$ cat config.mk
export PLATFORM = sky130hd
export DESIGN_NAME = uart_rx_fifo
export DESIGN_NICKNAME = d
export VERILOG_FILES = /design/src/rtl/uart_rx_fifo.sv
export SDC_FILE = /design/constraint.sdc
export NUM_CORES = 1
export LEC_CHECK = 0
export BUFFER_PORTS_ARGS = -buffer_cell sky130_fd_sc_hd__buf_2
export CAP_MARGIN = 15
export CORE_UTILIZATION = 25
export CTS_BUF_LIST = sky130_fd_sc_hd__clkbuf_8
export CTS_CLUSTER_SIZE = 40
export DETAILED_ROUTE_END_ITERATION = 7
export GPL_ROUTABILITY_DRIVEN = 0
export PLACE_DENSITY = 0.46
export SETUP_SLACK_MARGIN = 0.5
export SLEW_MARGIN = 20
export SYNTH_ARGS = -nofsm -noshare
export SYNTH_HDL_FRONTEND = slang
export SYNTH_SLANG_ARGS = --single-unit
$ cat constraint.sdc
create_clock -name i_clk -period 6.15 [get_ports i_clk]
set_input_delay 0.3075 -clock i_clk [delete_from_list [all_inputs] [get_ports i_clk]]
set_output_delay 0.3075 -clock i_clk [all_outputs]
set_load 0.03 [all_outputs]
$ cat src/rtl/uart_rx_fifo.sv
`default_nettype none
// ============================================================================
//  Module   : uart_rx_fifo
//  Purpose  : 8N1 UART receiver (8E1 when UART_RX_PARITY_EN is defined)
//             feeding a first-word-fall-through FIFO with a valid/ready pop
//             port, plus sticky framing / overrun (/ parity) error flags.
//  Macro    : UART_RX_PARITY_EN adds a parity bit and the o_parity_err port.
//  Revision : 1.0 - initial release
// ============================================================================
module uart_rx_fifo #(
  parameter int CLK_FREQ_HZ = 25000000,
  parameter int BAUD_RATE   = 115200,
  parameter int FIFO_DEPTH  = 4
) (
  input  logic       i_clk,
  input  logic       i_rst,
  input  logic       i_uart_rx,
  output logic [7:0] o_data,
  output logic       o_valid,
  input  logic       i_ready,
  output logic       o_frame_err,
  output logic       o_overrun,
  input  logic       i_err_clr
`ifdef UART_RX_PARITY_EN
  ,
  output logic       o_parity_err
`endif
);

  localparam int c_DIV  = CLK_FREQ_HZ / BAUD_RATE;
  localparam int c_HALF = c_DIV / 2;
  localparam int c_CW   = $clog2(c_DIV);
  localparam int c_AW   = $clog2(FIFO_DEPTH);
  localparam logic [c_CW-1:0] c_CNT_LAST = c_CW'(c_DIV - 1);
  localparam logic [c_CW-1:0] c_CNT_HALF = c_CW'(c_HALF);

  typedef enum logic [2:0] {
    S_IDLE      = 3'd0,
    S_START     = 3'd1,
    S_DATA      = 3'd2,
    S_PARITY    = 3'd3,
    S_STOP      = 3'd4,
    S_WAIT_IDLE = 3'd5
  } state_t;

  logic            r_sync1, r_sync2;
  logic            w_rx_s;
  state_t          r_state;
  logic [c_CW-1:0] r_cnt;
  logic [2:0]      r_idx;
  logic [7:0]      r_shreg;
  logic            w_cnt_last, w_stop_done, w_par_ok, w_push, w_frame_set;

  logic [7:0]      r_mem [FIFO_DEPTH];
  logic [c_AW:0]   r_wr_ptr, r_rd_ptr;
  logic [c_AW:0]   w_wr_ptr_n, w_rd_ptr_n, w_level_n;
  logic            w_full, w_pop, w_wr_en, w_ovr_set;
  logic [7:0]      w_head_n;
  logic            r_valid, r_frame_err, r_overrun;
  logic [7:0]      r_data;

  assign w_rx_s      = r_sync2;
  assign w_cnt_last  = (r_cnt == c_CNT_LAST);
  assign w_stop_done = (r_state == S_STOP) && w_cnt_last;
  assign w_frame_set = w_stop_done && !w_rx_s;
  assign w_push      = w_stop_done && w_rx_s && w_par_ok;

`ifdef UART_RX_PARITY_EN
  logic r_par_bad, r_parity_err, w_par_set;
  assign w_par_set    = (r_state == S_PARITY) && w_cnt_last && ((^r_shreg) ^ w_rx_s);
  assign w_par_ok     = !r_par_bad;
  assign o_parity_err = r_parity_err;

  // Sticky parity flag; a new error outranks a simultaneous clear.
  always_ff @(posedge i_clk) begin
    if (i_rst)               r_parity_err <= 1'b0;
    else if (w_par_set)      r_parity_err <= 1'b1;
    else if (i_err_clr)      r_parity_err <= 1'b0;
  end
`else
  assign w_par_ok = 1'b1;
`endif

  // Two-flop synchronizer; resets to the idle (high) line level.
  always_ff @(posedge i_clk) begin
    if (i_rst) begin
      r_sync1 <= 1'b1;
      r_sync2 <= 1'b1;
    end else begin
      r_sync1 <= i_uart_rx;
      r_sync2 <= r_sync1;
    end
  end

  // Receive FSM: start validated at mid-bit, then one sample per bit period.
  always_ff @(posedge i_clk) begin
    if (i_rst) begin
      r_state <= S_IDLE;
      r_cnt   <= '0;
      r_idx   <= '0;
      r_shreg <= '0;
`ifdef UART_RX_PARITY_EN
      r_par_bad <= 1'b0;
`endif
    end else begin
      case (r_state)
        S_IDLE: begin
          r_cnt <= '0;
          if (!w_rx_s) r_state <= S_START;
        end
        S_START: begin
          if (r_cnt == c_CNT_HALF) begin
            r_cnt   <= '0;
            r_idx   <= '0;
            r_state <= w_rx_s ? S_IDLE : S_DATA;
          end else begin
            r_cnt <= r_cnt + c_CW'(1);
          end
        end
        S_DATA: begin
          if (w_cnt_last) begin
            r_cnt          <= '0;
            r_shreg[r_idx] <= w_rx_s;
            r_idx          <= r_idx + 3'd1;
            if (r_idx == 3'd7) begin
`ifdef UART_RX_PARITY_EN
              r_state <= S_PARITY;
`else
              r_state <= S_STOP;
`endif
            end
          end else begin
            r_cnt <= r_cnt + c_CW'(1);
          end
        end
`ifdef UART_RX_PARITY_EN
        S_PARITY: begin
          if (w_cnt_last) begin
            r_cnt     <= '0;
            r_par_bad <= w_par_set;
            r_state   <= S_STOP;
          end else begin
            r_cnt <= r_cnt + c_CW'(1);
          end
        end
`endif
        S_STOP: begin
          if (w_cnt_last) begin
            r_cnt   <= '0;
            r_state <= w_rx_s ? S_IDLE : S_WAIT_IDLE;
          end else begin
            r_cnt <= r_cnt + c_CW'(1);
          end
        end
        S_WAIT_IDLE: begin
          r_cnt <= '0;
          if (w_rx_s) r_state <= S_IDLE;
        end
        default: r_state <= S_IDLE;
      endcase
    end
  end

  // FIFO bookkeeping: a pop on the same edge frees the slot a full push needs.
  assign w_full     = (r_wr_ptr[c_AW] != r_rd_ptr[c_AW]) &&
                      (r_wr_ptr[c_AW-1:0] == r_rd_ptr[c_AW-1:0]);
  assign w_pop      = r_valid && i_ready;
  assign w_wr_en    = w_push && (!w_full || w_pop);
  assign w_ovr_set  = w_push && w_full && !w_pop;
  assign w_rd_ptr_n = r_rd_ptr + (c_AW+1)'(w_pop);
  assign w_wr_ptr_n = r_wr_ptr + (c_AW+1)'(w_wr_en);
  assign w_level_n  = w_wr_ptr_n - w_rd_ptr_n;
  // Next head: bypass the incoming byte when it lands in the head slot.
  assign w_head_n   = (w_wr_en && (r_wr_ptr[c_AW-1:0] == w_rd_ptr_n[c_AW-1:0]))
                      ? r_shreg : r_mem[w_rd_ptr_n[c_AW-1:0]];

  // Storage array; contents are meaningless while the pointers say empty.
  always_ff @(posedge i_clk) begin
    if (w_wr_en) r_mem[r_wr_ptr[c_AW-1:0]] <= r_shreg;
  end

  // Pointers plus registered head/valid so the consumer sees a stable byte.
  always_ff @(posedge i_clk) begin
    if (i_rst) begin
      r_wr_ptr <= '0;
      r_rd_ptr <= '0;
      r_valid  <= 1'b0;
      r_data   <= 8'h00;
    end else begin
      r_wr_ptr <= w_wr_ptr_n;
      r_rd_ptr <= w_rd_ptr_n;
      r_valid  <= (w_level_n != '0);
      if (w_level_n != '0) r_data <= w_head_n;
    end
  end

  // Sticky framing/overrun flags; a new error outranks a simultaneous clear.
  always_ff @(posedge i_clk) begin
    if (i_rst) begin
      r_frame_err <= 1'b0;
      r_overrun   <= 1'b0;
    end else begin
      if (w_frame_set)    r_frame_err <= 1'b1;
      else if (i_err_clr) r_frame_err <= 1'b0;
      if (w_ovr_set)      r_overrun   <= 1'b1;
      else if (i_err_clr) r_overrun   <= 1'b0;
    end
  end

  assign o_data      = r_data;
  assign o_valid     = r_valid;
  assign o_frame_err = r_frame_err;
  assign o_overrun   = r_overrun;

endmodule
`default_nettype wire

==> summary.md, run 1 <==
| Metric | Value |
|---|---|
| Final core utilization | `29.5%` |
| Fin Clk Skew | `0.0168 ns` |
| Type of the tightest min-delay check | `in2reg` |
| Worst path cell trace | `inv_1, ha_1, and3_1, nand2_2, nor4_4, ha_1, ha_1, ha_1, a21oi_1, xnor2_1, nor3_2, o2bb2ai_1` |
| Most common cell on crit path | `ha_1` |
| WP data arrival | `3.42 ns` |
| Die height | `117 um` |
| Clock buffer depth | `2` |
| Mapped Nets | `284` |
| TritonCTS buffer count | `9` |
| Routed Antenna Nets | `0` |
| Top FF cell, synth | `dfxtp_1` |
| Wire length per cell | `14.0 um` |
| Worst R2R Path Depth | `12` |
| # H-tree levels | `3` |
| Drt pass-1 iters | `4` |
| Vias per cell | `between 4 and 5` |
| Post-synth top area cell | `edfxtp_1` |
| WS Path Type | `reg2reg` |
| Post-synth EDFFs | `32` |
| Min-delay src | `i_uart_rx` |
| Vias in the first global route | `2,103` |
| TritonCTS Sinks | `73` |
| Total track usage | `10.8%` |
| Worst R2R End | `o_data[5]$_SDFFE_PP0P_` |
| Buf+Inv Stages, Crit Path | `1` |
| RSZ-0062 raised after global routing | `no` |
| First-pass GRT wire length | `11,000 um` |
| Cell row count | `41` |
| Placed inst area | `3550 um2` |
| Hold worst-path end | `r_sync1$_SDFF_PP1_` |
| Synthesized flop and latch total | `between 70 and 80` |
| Die width | `117 um` |
| IO Pins | `16` |
| Final setup viols | `0` |
| Vias | `2,080` |
| Share of layout cells above drive strength 1 | `between 10% and 20%` |
| Final Hold Fails | `0` |
| Asr flop ratio synth | `0%` |
| Gate Count Post-Synth | `269` |
| Worst path required time | `6.42 ns` |
| Hpwl dp | `4400 um` |
| Worst-Skew Late Latency | `0.35 ns` |
| Fin area | `~3800 um2` |
| CP Max Fanout | `8` |
| Actual slew at the worst max-slew pin | `0.886 ns` |
| Critical path's slowest cell | `nor3_2` |
| CTS resizes | `0` |
| Min-Delay Path Depth | `2` |
| Tmin final | `between 3 and 4 ns` |
| Synth cell count leaders | `dfxtp_1, edfxtp_1, nor2_1` |
| Core footprint | `~13,000 um2` |
| Final period util | `51.1%` |
| Largest net degree at the start of global routing | `31` |
| Syn. warnings | `0` |
| Fillers | `1,298` |
| Top-count cell post-synth | `dfxtp_1` |
| R2r setup slk | `approximately 3 ns` |
| Worst setup SP type | `flip-flop` |
| Top post-synthesis cells by area | `edfxtp_1, dfxtp_1, mux2i_1` |
| Lkg Pwr | `about 1.4 nW` |
| Mapped Area | `3310 um2` |
| CTS tree | `yes` |
| VDD IR max | `83.9 uV` |
| Setup TNS | `0 ns` |
| Critical R2R Launch | `r_cnt[0]$_SDFFE_PP0P_` |
| Top delay family on crit path | `simple AND/OR/NAND/NOR gates` |
| DRC viols | `0` |
| Hold WS | `0.136 ns` |
| Syn_area_per_cell | `12.3 um2` |
| Slew Viols, Final | `0` |
| Crit. End Element | `flip-flop` |
| Initial DRC Count | `roughly 110` |
| Routed Wire Length | `6430 um` |
| Area grow syn2layout | `13.8%` |
| Net count reported at finish | `297` |
| Die area | `13,700 um2` |
| Post-synth top area share | `29.0%` |
| Initial core utilization | `about a quarter` |
| Status | `complete, no violations` |
| # Post-CTS Setup Buffers | `0` |
| Power per Cell Area | `250 nW/um2` |
| F_max | `0.318 GHz` |
| Ant diodes | `0` |
| Max Cap Viol | `0` |
| Antenna violations before repair | `0` |
| Worst-path clk slew | `around 0.09 ns` |
| Crit-path max cell delay | `0.46 ns` |
| Gr ovfl total | `0` |
| I/O Buffers | `15` |
| Distinct cells, synth | `48` |
| Sequential area share after synthesis | `53.8%` |
| Slew headroom | `40.6%` |
| Hold-fix buffers, CTS | `0` |
| Root buf cell | `clkbuf_8` |
-- sequential cells by signal, indices dropped and copies added (netlist names) --
signal and cells:
r_sync1 1, o_data 8, r_sync2 1, r_cnt 8
r_mem 32, r_wr_ptr 3, r_shreg 8, o_overrun 1
r_idx 3, o_frame_err 1, r_rd_ptr 3, r_state 3
o_valid 1
-- worst max path at each step --
stage / start / end / slack, ns / cells after the start
floorplan: r_cnt[0]$_SDFFE_PP0P_ / o_data[0]$_SDFFE_PP0P_ / 3.35 / 13
global placement: r_cnt[0]$_SDFFE_PP0P_ / o_data[2]$_SDFFE_PP0P_ / 3.08 / 12
detailed placement: r_cnt[0]$_SDFFE_PP0P_ / o_data[2]$_SDFFE_PP0P_ / 3.02 / 12
CTS: r_cnt[0]$_SDFFE_PP0P_ / o_data[5]$_SDFFE_PP0P_ / 2.98 / 12
global route: r_cnt[0]$_SDFFE_PP0P_ / o_data[0]$_SDFFE_PP0P_ / 2.60 / 12
finish: r_cnt[0]$_SDFFE_PP0P_ / o_data[5]$_SDFFE_PP0P_ / 3.01 / 12
-- logic make-up (layout without fill, tap and decap cells) --
group,after synthesis,count (layout),synth area share (%)
AND/OR/NAND/NOR,90,90,17.7
flip-flops,73,73,53.8
AO/OA/AOI/OAI,34,34,7.29
multiplexers,26,26,10.9
buffers and inverters,22,40,2.94
XOR/XNOR,14,14,3.70
adder cells (fa/ha/maj),10,10,3.78
-- routing by layer --
| metal | share of wire (%) | global-route usage [%] | routed length, um |
|---|---|---|---|
| met5 | 0 | 0 | 0 |
| met4 | 1.4 | 3.54 | 87 |
| met3 | 4.1 | 3.30 | 265 |
| met2 | 48 | 18.3 | 3060 |
| met1 | 47 | 13.1 | 3020 |
-- power by group --
part	internal [mW]	switching (mW)	leakage, nW	total (mW)
Combinational	0.00371	0.00793	0.615	0.0116
Clock	0.233	0.192	0.116	0.426
Sequential	0.502	0.00267	0.627	0.505
Total	0.739	0.203	1.36	0.942
-- placed cells by master, fill, tap and decap left out, types with 5 or more instances in the layout --
master	instances
a21oi_1	14
buf_2	15
clkbuf_8	9
dfxtp_1	41
edfxtp_1	32
ha_1	10
inv_1	9
mux2i_1	18
mux4_2	8
nand2_1	13
nand3_1	5
nand3b_1	5
nor2_1	24
o2bb2ai_1	8
xnor2_1	8
xor2_1	6
-- per-stage QoR --
| stage | total power [mW] | setup WS, ns | cells |
|---|---|---|---|
| floorplan | 0.524 | 3.35 | 269 |
| global placement | 0.528 | 3.08 | 443 |
| detailed placement | 0.528 | 3.02 | 443 |
| CTS | 0.956 | 2.98 | 459 |
| global route | 0.981 | 2.60 | 459 |
| finish | 0.942 | 3.01 | 459 |
-- final cells by class --
class,count,area [um2],area share (%)
Tap cell,172,215,5.70
Multi-Input combinational cell,174,1440,38.2
Timing Repair Buffer,15,75.1,1.99
Clock inverter,7,103,2.72
Sequential cell,73,1780,47.2
Clock buffer,9,124,3.28
Inverter,9,33.8,0.896
Note: power is estimated with default switching activity, not from simulation.
==> inputs of run 2 (changes only) <==
--- a/config.mk
+++ b/config.mk
@@ -5,6 +5,7 @@
 export SDC_FILE = /design/constraint.sdc
 export NUM_CORES = 1
 export LEC_CHECK = 0
+export ABC_AREA = 1
 export BUFFER_PORTS_ARGS = -buffer_cell sky130_fd_sc_hd__buf_2
 export CAP_MARGIN = 15
 export CORE_UTILIZATION = 25
@@ -12,7 +13,7 @@
 export CTS_CLUSTER_SIZE = 40
 export DETAILED_ROUTE_END_ITERATION = 7
 export GPL_ROUTABILITY_DRIVEN = 0
-export PLACE_DENSITY = 0.46
+export PLACE_DENSITY = 0.48
 export SETUP_SLACK_MARGIN = 0.5
 export SLEW_MARGIN = 20
 export SYNTH_ARGS = -nofsm -noshare
==> constraint.sdc (replaced) <==
create_clock -name i_clk -period 2.6 [get_ports i_clk]
set_input_delay 0.13 -clock i_clk [delete_from_list [all_inputs] [get_ports i_clk]]
set_output_delay 0.13 -clock i_clk [all_outputs]
set_load 0.03 [all_outputs]
==> run 2 against run 1 <==
  * Sequential share of layout area decreased by 3.3 points
  * Wire length increased by 17%
  * Clock skew down 0.0045 ns
  * Largest power group unchanged
  * Highest routed layer unchanged
  * Core utilization rose by 1.4 points
  * Cell area increased by 8.2%
  * Combinational power rose to 94 times the previous value
==> summary.md, run 2 <==
| Metric | Value |
|---|---|
| Status | `complete, no violations` |
| Worst setup SP type | `flip-flop` |
| Fillers | `1,363 (+5.0%)` |
| Buf+Inv Stages, Crit Path | `3 (+2)` |
| Post-synth EDFFs | `32 (unchanged)` |
| Worst path cell trace | `inv_2, ha_4, nand2_2, nor2_4, nand3_4, nor3_4, ha_2, ha_4, ha_4, a21oi_4, inv_2, nand3_2, nand3_4, nand2_4, clkinv_4, nand2_1, nand2_1` |
| Syn. warnings | `0 (unchanged)` |
| Final Hold Fails | `0 (unchanged)` |
| Total track usage | `11.7% (+0.83 points)` |
| Largest net degree at the start of global routing | `18 (-42%)` |
| Top FF cell, synth | `dfxtp_1` |
| Sequential area share after synthesis | `52.7% (-1.0 points)` |
| VDD IR max | `373 uV (+350%)` |
| Max FFs per register | `32 (unchanged)` |
| Post-synth top area share | `28.4% (-0.56 points)` |
| Vias per cell | `4.27 (-5.7%)` |
| First-pass GRT wire length | `12,700 um (+15%)` |
| Die width | `118 um (+0.96%)` |
| Die area | `14,000 um2 (+1.9%)` |
| Syn_area_per_cell | `8.49 um2 (-31%)` |
| I/O Buffers | `15 (unchanged)` |
| WP data arrival | `2.63 ns (-0.79 ns)` |
| F_max | `0.422 GHz (+32%)` |
| Tot Pwr | `3.26 mW (+250%)` |
| Antenna violations before repair | `0 (unchanged)` |
| Initial core utilization | `25.6% (-0.33 points)` |
| DP Cell Count | `593 (+34%)` |
| Hold WS | `0.0310 ns (-0.105 ns)` |
| Root buf cell | `clkbuf_8` |
| Non-Filler Instances | `615 (+34%)` |
| Hpwl dp | `5360 um (+22%)` |
| Gr ovfl total | `0 (unchanged)` |
| Type of the tightest min-delay check | `in2reg` |
| Drt pass-1 iters | `4 (unchanged)` |
| Initial DRC Count | `110 (+0.92%)` |
| Clock buffer depth | `2 (unchanged)` |
| Crit-path max cell delay | `0.33 ns (-0.13 ns)` |
| Core footprint | `13,200 um2 (+3.3%)` |
| Net count reported at finish | `449 (+51%)` |
| Fin Clk Skew | `0.0123 ns (-0.00450 ns)` |
| Post-Place Setup Slack | `0.0298 ns (-2.99 ns)` |
| Power per Cell Area | `798 nW/um2 (+220%)` |
| Die height | `118 um (+0.96%)` |
| Fin area | `4080 um2 (+8.2%)` |
| Worst-Skew Late Latency | `0.37 ns (+0.02 ns)` |
| CTS tree | `yes` |
| Worst path required time | `2.86 ns (-3.56 ns)` |
| Synthesized flop and latch total | `73 (unchanged)` |
| TritonCTS Sinks | `73 (unchanged)` |
| Slew Viols, Final | `0 (unchanged)` |
| Most common cell after layout, fill and taps aside | `nand2_1` |
| Cell row count | `42 (+2.4%)` |
| Slew headroom | `64.9% (+24 points)` |
| Top delay family on crit path | `simple AND/OR/NAND/NOR gates` |
| Most frequent cells in the layout | `nand2_1, nor2_1, inv_1, dfxtp_1, edfxtp_1` |
| Share of layout cells above drive strength 1 | `21.6% (+1.8 points)` |
| Top post-synthesis cells by area | `edfxtp_1, dfxtp_1, nand2_1` |
| Area grow syn2layout | `20.7%` |
| RSZ-0062 raised after global routing | `yes` |
| Distinct cells, synth | `33 (-31%)` |
| Final core utilization | `30.9% (+1.4 points)` |
| Lkg Pwr | `1.69 nW (+24%)` |
| # H-tree levels | `3 (unchanged)` |
| Actual slew at the worst max-slew pin | `0.525 ns (-0.361 ns)` |
| Placed inst area | `3820 um2 (+7.6%)` |
| R2r setup slk | `0.23 ns (-2.78 ns)` |
| Asr flop ratio synth | `0% (unchanged)` |
| Final setup viols | `0 (unchanged)` |
| Mapped Nets | `413 (+45%)` |
| Final period util | `91.2% (+40 points)` |
| TritonCTS buffer count | `9 (unchanged)` |
| Post-synth top area cell | `edfxtp_1` |
| IO Pins | `16 (unchanged)` |
| WS Path Type | `reg2reg` |
| Final worst slack | `0.228 ns (-2.78 ns)` |
| Most common cell on crit path | `ha_4` |
| Tmin final | `2.37 ns (-0.770 ns)` |
| DRC viols | `0 (unchanged)` |
| Critical path's slowest cell | `dfxtp_2` |
| Gate Count Post-Synth | `398 (+48%)` |
| Max Cap Viol | `0 (unchanged)` |
| Vias | `2,627 (+26%)` |
| Wire length per cell | `12.3 um (-12%)` |
| Worst-path clk slew | `0.09 ns (about the same)` |
| Routed Wire Length | `7550 um (+17%)` |
| Synth cell count leaders | `nand2_1, nor2_1, inv_1` |
| Mapped Area | `3380 um2 (+2.0%)` |
| Ant diodes | `0 (unchanged)` |
| Top-count cell post-synth | `nand2_1` |
| Setup TNS | `0 ns (unchanged)` |
| Vias in the first global route | `2,583 (+23%)` |
| CP Max Fanout | `5 (-3)` |
| Crit. End Element | `flip-flop` |
| Routed Antenna Nets | `0 (unchanged)` |
==> run 2: where the power goes <==
group	switching, mW	internal [mW]
Sequential	0.0697	1.27
Combinational	0.716	0.379
Clock	0.473	0.353
Total	1.26	2.00
==> run 2: timing repair <==
| item | in CTS | in global routing |
|---|---|---|
| gates resized for setup | 7 | 2 |
| hold buffers | 1 | 0 |
| hold endpoints to repair | 1 | 0 |
| gates cloned | 1 | 0 |
| setup buffers | 3 | 1 |
| pin swaps | 14 | 11 |
| setup endpoints to repair | 9 | 9 |
==> run 2: layout make-up <==
cell class,count,area [um2],share of cell area [%]
Clock buffer,9,124,3.04
Clock inverter,7,55.1,1.35
Inverter,46,178,4.35
Multi-Input combinational cell,271,1500,36.7
Sequential cell,73,1790,43.9
Tap cell,176,220,5.40
Timing Repair Buffer,32,205,5.03
Timing Repair inverter,1,8.76,0.215
==> run 2: worst register-to-register path: stages (launching register included) <==
cell	delay, ns
dfxtp_2	0.33
inv_2	0.07
ha_4	0.13
nand2_2	0.05
nor2_4	0.15
nand3_4	0.10
nor3_4	0.14
ha_2	0.21
ha_4	0.20
ha_4	0.22
a21oi_4	0.13
inv_2	0.05
nand3_2	0.07
nand3_4	0.09
nand2_4	0.11
clkinv_4	0.09
nand2_1	0.07
nand2_1	0.05
==> run 2: worst paths after layout <==
kind	from	end	depth (start not counted)
setup / recovery	r_cnt[0]$_SDFFE_PP0P_	o_data[6]$_SDFFE_PP0P_	17
hold / removal	i_err_clr	o_overrun$_SDFFE_PP0P_	4
setup reg to reg	r_cnt[0]$_SDFFE_PP0P_	o_data[6]$_SDFFE_PP0P_	17
hold reg to reg	r_sync1$_SDFF_PP1_	r_sync2$_SDFF_PP1_	1
==> run 2: cells by family after synthesis <==
family | count (synthesis) | share of synthesized area, %
AO/OA/AOI/OAI | 58 | 9.29
XOR/XNOR | 7 | 1.81
flip-flops | 73 | 52.7
buffers and inverters | 54 | 6.18
adder cells (fa/ha/maj) | 10 | 3.70
AND/OR/NAND/NOR | 196 | 26.3
==> run 2: routing by layer <==
metal	part of all wire [%]	global-route usage, %
met1	46	13.5
met2	50	20.6
met3	2.8	3.04
met4	1.6	4.09
met5	0	0
==> inputs of run 3 (changes only) <==
--- a/config.mk
+++ b/config.mk
@@ -8,12 +8,12 @@
 export ABC_AREA = 1
 export BUFFER_PORTS_ARGS = -buffer_cell sky130_fd_sc_hd__buf_2
 export CAP_MARGIN = 15
-export CORE_UTILIZATION = 25
+export CORE_UTILIZATION = 37
 export CTS_BUF_LIST = sky130_fd_sc_hd__clkbuf_8
 export CTS_CLUSTER_SIZE = 40
 export DETAILED_ROUTE_END_ITERATION = 7
 export GPL_ROUTABILITY_DRIVEN = 0
-export PLACE_DENSITY = 0.48
+export PLACE_DENSITY = 0.62
 export SETUP_SLACK_MARGIN = 0.5
 export SLEW_MARGIN = 20
 export SYNTH_ARGS = -nofsm -noshare
==> run 3 against run 2 <==
  * Flip-flop and latch count stayed put
  * Combinational power is 4% higher
  * Worst setup slack worse by 0.026 ns
  * Cell area is 0.31% higher
  * Core utilization is 16 points higher
  * Via count is 1.8% higher
==> summary.md, run 3 (synthesis results as in run 2) <==
| Metric | Value |
|---|---|
| Core footprint | `8760 um2 (-34%)` |
| Worst-path clk slew | `0.09 ns (about the same)` |
| Cell row count | `34 (-19%)` |
| First-pass GRT wire length | `11,800 um (-7.0%)` |
| Initial DRC Count | `132 (+20%)` |
| Placed inst area | `3720 um2 (-2.4%)` |
| Gr ovfl total | `0 (unchanged)` |
| Initial core utilization | `38.6% (+13 points)` |
| Max FFs per register | `32 (unchanged)` |
| Vias per cell | `4.84 (+13%)` |
| Worst path required time | `2.90 ns (+0.04 ns)` |
| Setup TNS | `0 ns (unchanged)` |
| Most frequent cells in the layout | `nand2_1, nor2_1, inv_1, dfxtp_1, edfxtp_1` |
| # H-tree levels | `3 (unchanged)` |
| IO Pins | `16 (unchanged)` |
| Routed Antenna Nets | `0 (unchanged)` |
| Max Cap Viol | `0 (unchanged)` |
| Worst-Skew Late Latency | `0.36 ns (about the same)` |
| Wire length per cell | `12.9 um (+5.0%)` |
| Antenna violations before repair | `0 (unchanged)` |
| Die height | `97.6 um (-17%)` |
| WS Path Type | `reg2reg` |
| CP Max Fanout | `8 (+3)` |
| Tmin final | `2.40 ns (+0.0261 ns)` |
| WP data arrival | `2.70 ns (+0.07 ns)` |
| Actual slew at the worst max-slew pin | `0.525 ns (-0.000427 ns)` |
| Fin Clk Skew | `0.0137 ns (+0.00134 ns)` |
| R2r setup slk | `0.20 ns (-0.03 ns)` |
| Crit. End Element | `flip-flop` |
| Die area | `9520 um2 (-32%)` |
| Vias in the first global route | `2,496 (-3.4%)` |
| Final setup viols | `0 (unchanged)` |
| Most common cell after layout, fill and taps aside | `nand2_1` |
| Critical R2R Launch | `r_cnt[0]$_SDFFE_PP0P_` |
| Worst setup SP type | `flip-flop` |
| Ant diodes | `0 (unchanged)` |
| Worst R2R Path Depth | `16 (-1)` |
| Final Hold Fails | `0 (unchanged)` |
| Footprint of the multi-input gates | `1520 um2 (+1.2%)` |
| CTS tree | `yes` |
| Fin area | `4090 um2 (+0.31%)` |
| Hpwl dp | `4850 um (-9.6%)` |
| Lkg Pwr | `1.75 nW (+3.5%)` |
| Power per Cell Area | `836 nW/um2 (+4.8%)` |
| Total track usage | `15.7% (+4.1 points)` |
| Sequential Area | `1800 um2 (+0.28%)` |
| Die width | `97.6 um (-17%)` |
| I/O Buffers | `15 (unchanged)` |
| Routed Wire Length | `7130 um (-5.6%)` |
| Area grow syn2layout | `21.1%` |
| Critical Path End | `o_data[6]$_SDFFE_PP0P_` |
| F_max | `0.417 GHz (-1.1%)` |
| Worst R2R End | `o_data[6]$_SDFFE_PP0P_` |
| Vias | `2,674 (+1.8%)` |
| Root buf cell | `clkbuf_8` |
| Worst setup path start | `r_cnt[0]$_SDFFE_PP0P_` |
| Drt pass-1 iters | `4 (unchanged)` |
| Clock buffer depth | `2 (unchanged)` |
| RSZ-0062 raised after global routing | `yes` |
| Share of layout cells above drive strength 1 | `23.8% (+2.2 points)` |
| Slew Viols, Final | `0 (unchanged)` |
| Slew headroom | `65.0% (about the same)` |
| Status | `complete, no violations` |
| Fillers | `838 (-39%)` |
| Net count reported at finish | `455 (+1.3%)` |
| VDD IR max | `636 uV (+70%)` |
| TritonCTS buffer count | `9 (unchanged)` |
| Final period util | `92.2% (+1.0 points)` |
| TritonCTS Sinks | `73 (unchanged)` |
| DRC viols | `0 (unchanged)` |
| Largest net degree at the start of global routing | `18 (unchanged)` |
| Type of the tightest min-delay check | `in2reg` |
==> run 3: changes by cell type in the layout (fill, tap and decap cells not counted), sizes merged <==
cell,change
clkinv,-1
bufinv,+1
clkinvlp,-2
buf,+6
inv,+2
==> run 3: repair_timing <==
| action | CTS | global route |
|---|---|---|
| setup buffers | 8 | 3 |
| hold buffers | 1 | 0 |
| endpoints found under the hold margin | 1 | 0 |
| setup endpoints to repair | 9 | 9 |
| gates cloned | 1 | 0 |
| pin swaps | 6 | 14 |
| resized for setup | 9 | 8 |
==> run 3: worst min-delay path by stage <==
| stage | to | depth (start not counted) | start | slack [ns] |
|---|---|---|---|---|
| 6_report | o_overrun$_SDFFE_PP0P_ | 4 | i_err_clr | 0.03 |
| 5_1_grt | o_overrun$_SDFFE_PP0P_ | 4 | i_err_clr | 0.04 |
| 4_1_cts | o_overrun$_SDFFE_PP0P_ | 4 | i_err_clr | 0.01 |
| 3_5_place_dp | r_sync1$_SDFF_PP1_ | 2 | i_uart_rx | 0.32 |
| 3_3_place_gp | r_sync1$_SDFF_PP1_ | 2 | i_uart_rx | 0.32 |
| 2_1_floorplan | r_sync1$_SDFF_PP1_ | 1 | i_uart_rx | 0.23 |
==> run 3: layout make-up <==
cell class	instances	area share, %
tap	108	3.30
multi-input combinational	271	37.1
timing repair inverter	1	0.214
timing repair buffer	38	6.11
clock buffer	9	3.03
inverter	46	4.34
sequential	73	43.9
clock inverter	7	2.08
==> run 3: layer usage <==
| metal | share of wire (%) | global-route usage, % | vias up |
|---|---|---|---|
| met5 | 0 | 0 | - |
| li1 | - | - | 1393 |
| met1 | 46 | 20.1 | 1227 |
| met4 | 2.0 | 6.11 | 0 |
| met3 | 2.9 | 2.81 | 11 |
| met2 | 49 | 26.3 | 43 |
==> run 3: report_power, final <==
group          switching (mW)  internal (mW)  total [mW]  leakage (nW)
clock network           0.489          0.463       0.952         0.100
registers              0.0722           1.27        1.34         0.708
logic                   0.728          0.406        1.13         0.940
==> run 3: stage by stage <==
step | cells | util, % | hold slack [ns] | worst slack (ns) | power [mW]
5_1_grt | 553 | 46.7 | 0.0356 | 0.0567 | 3.64
6_report | 553 | 46.7 | 0.0273 | 0.202 | 3.42
2_1_floorplan | 398 | - | 0.234 | 0.278 | 2.12
3_5_place_dp | 524 | 42.5 | 0.323 | 0.0756 | 2.37
4_1_cts | 550 | 46.2 | 0.0147 | 0.207 | 3.41
3_3_place_gp | 524 | 42.5 | 0.318 | 0.145 | 2.35
==> run 3: worst max-delay path: stages, from the launching register on <==
cell and delay [ns]:
dfxtp_2 0.33, inv_2 0.07, ha_4 0.15, nand2_4 0.05
nor2_4 0.13, nand3_4 0.08, nor3_4 0.15, ha_2 0.22
ha_4 0.21, ha_4 0.22, a21oi_4 0.14, inv_2 0.05
nand3_2 0.07, nand3_4 0.10, nor2_4 0.22, nand2_1 0.07
nand2_1 0.07
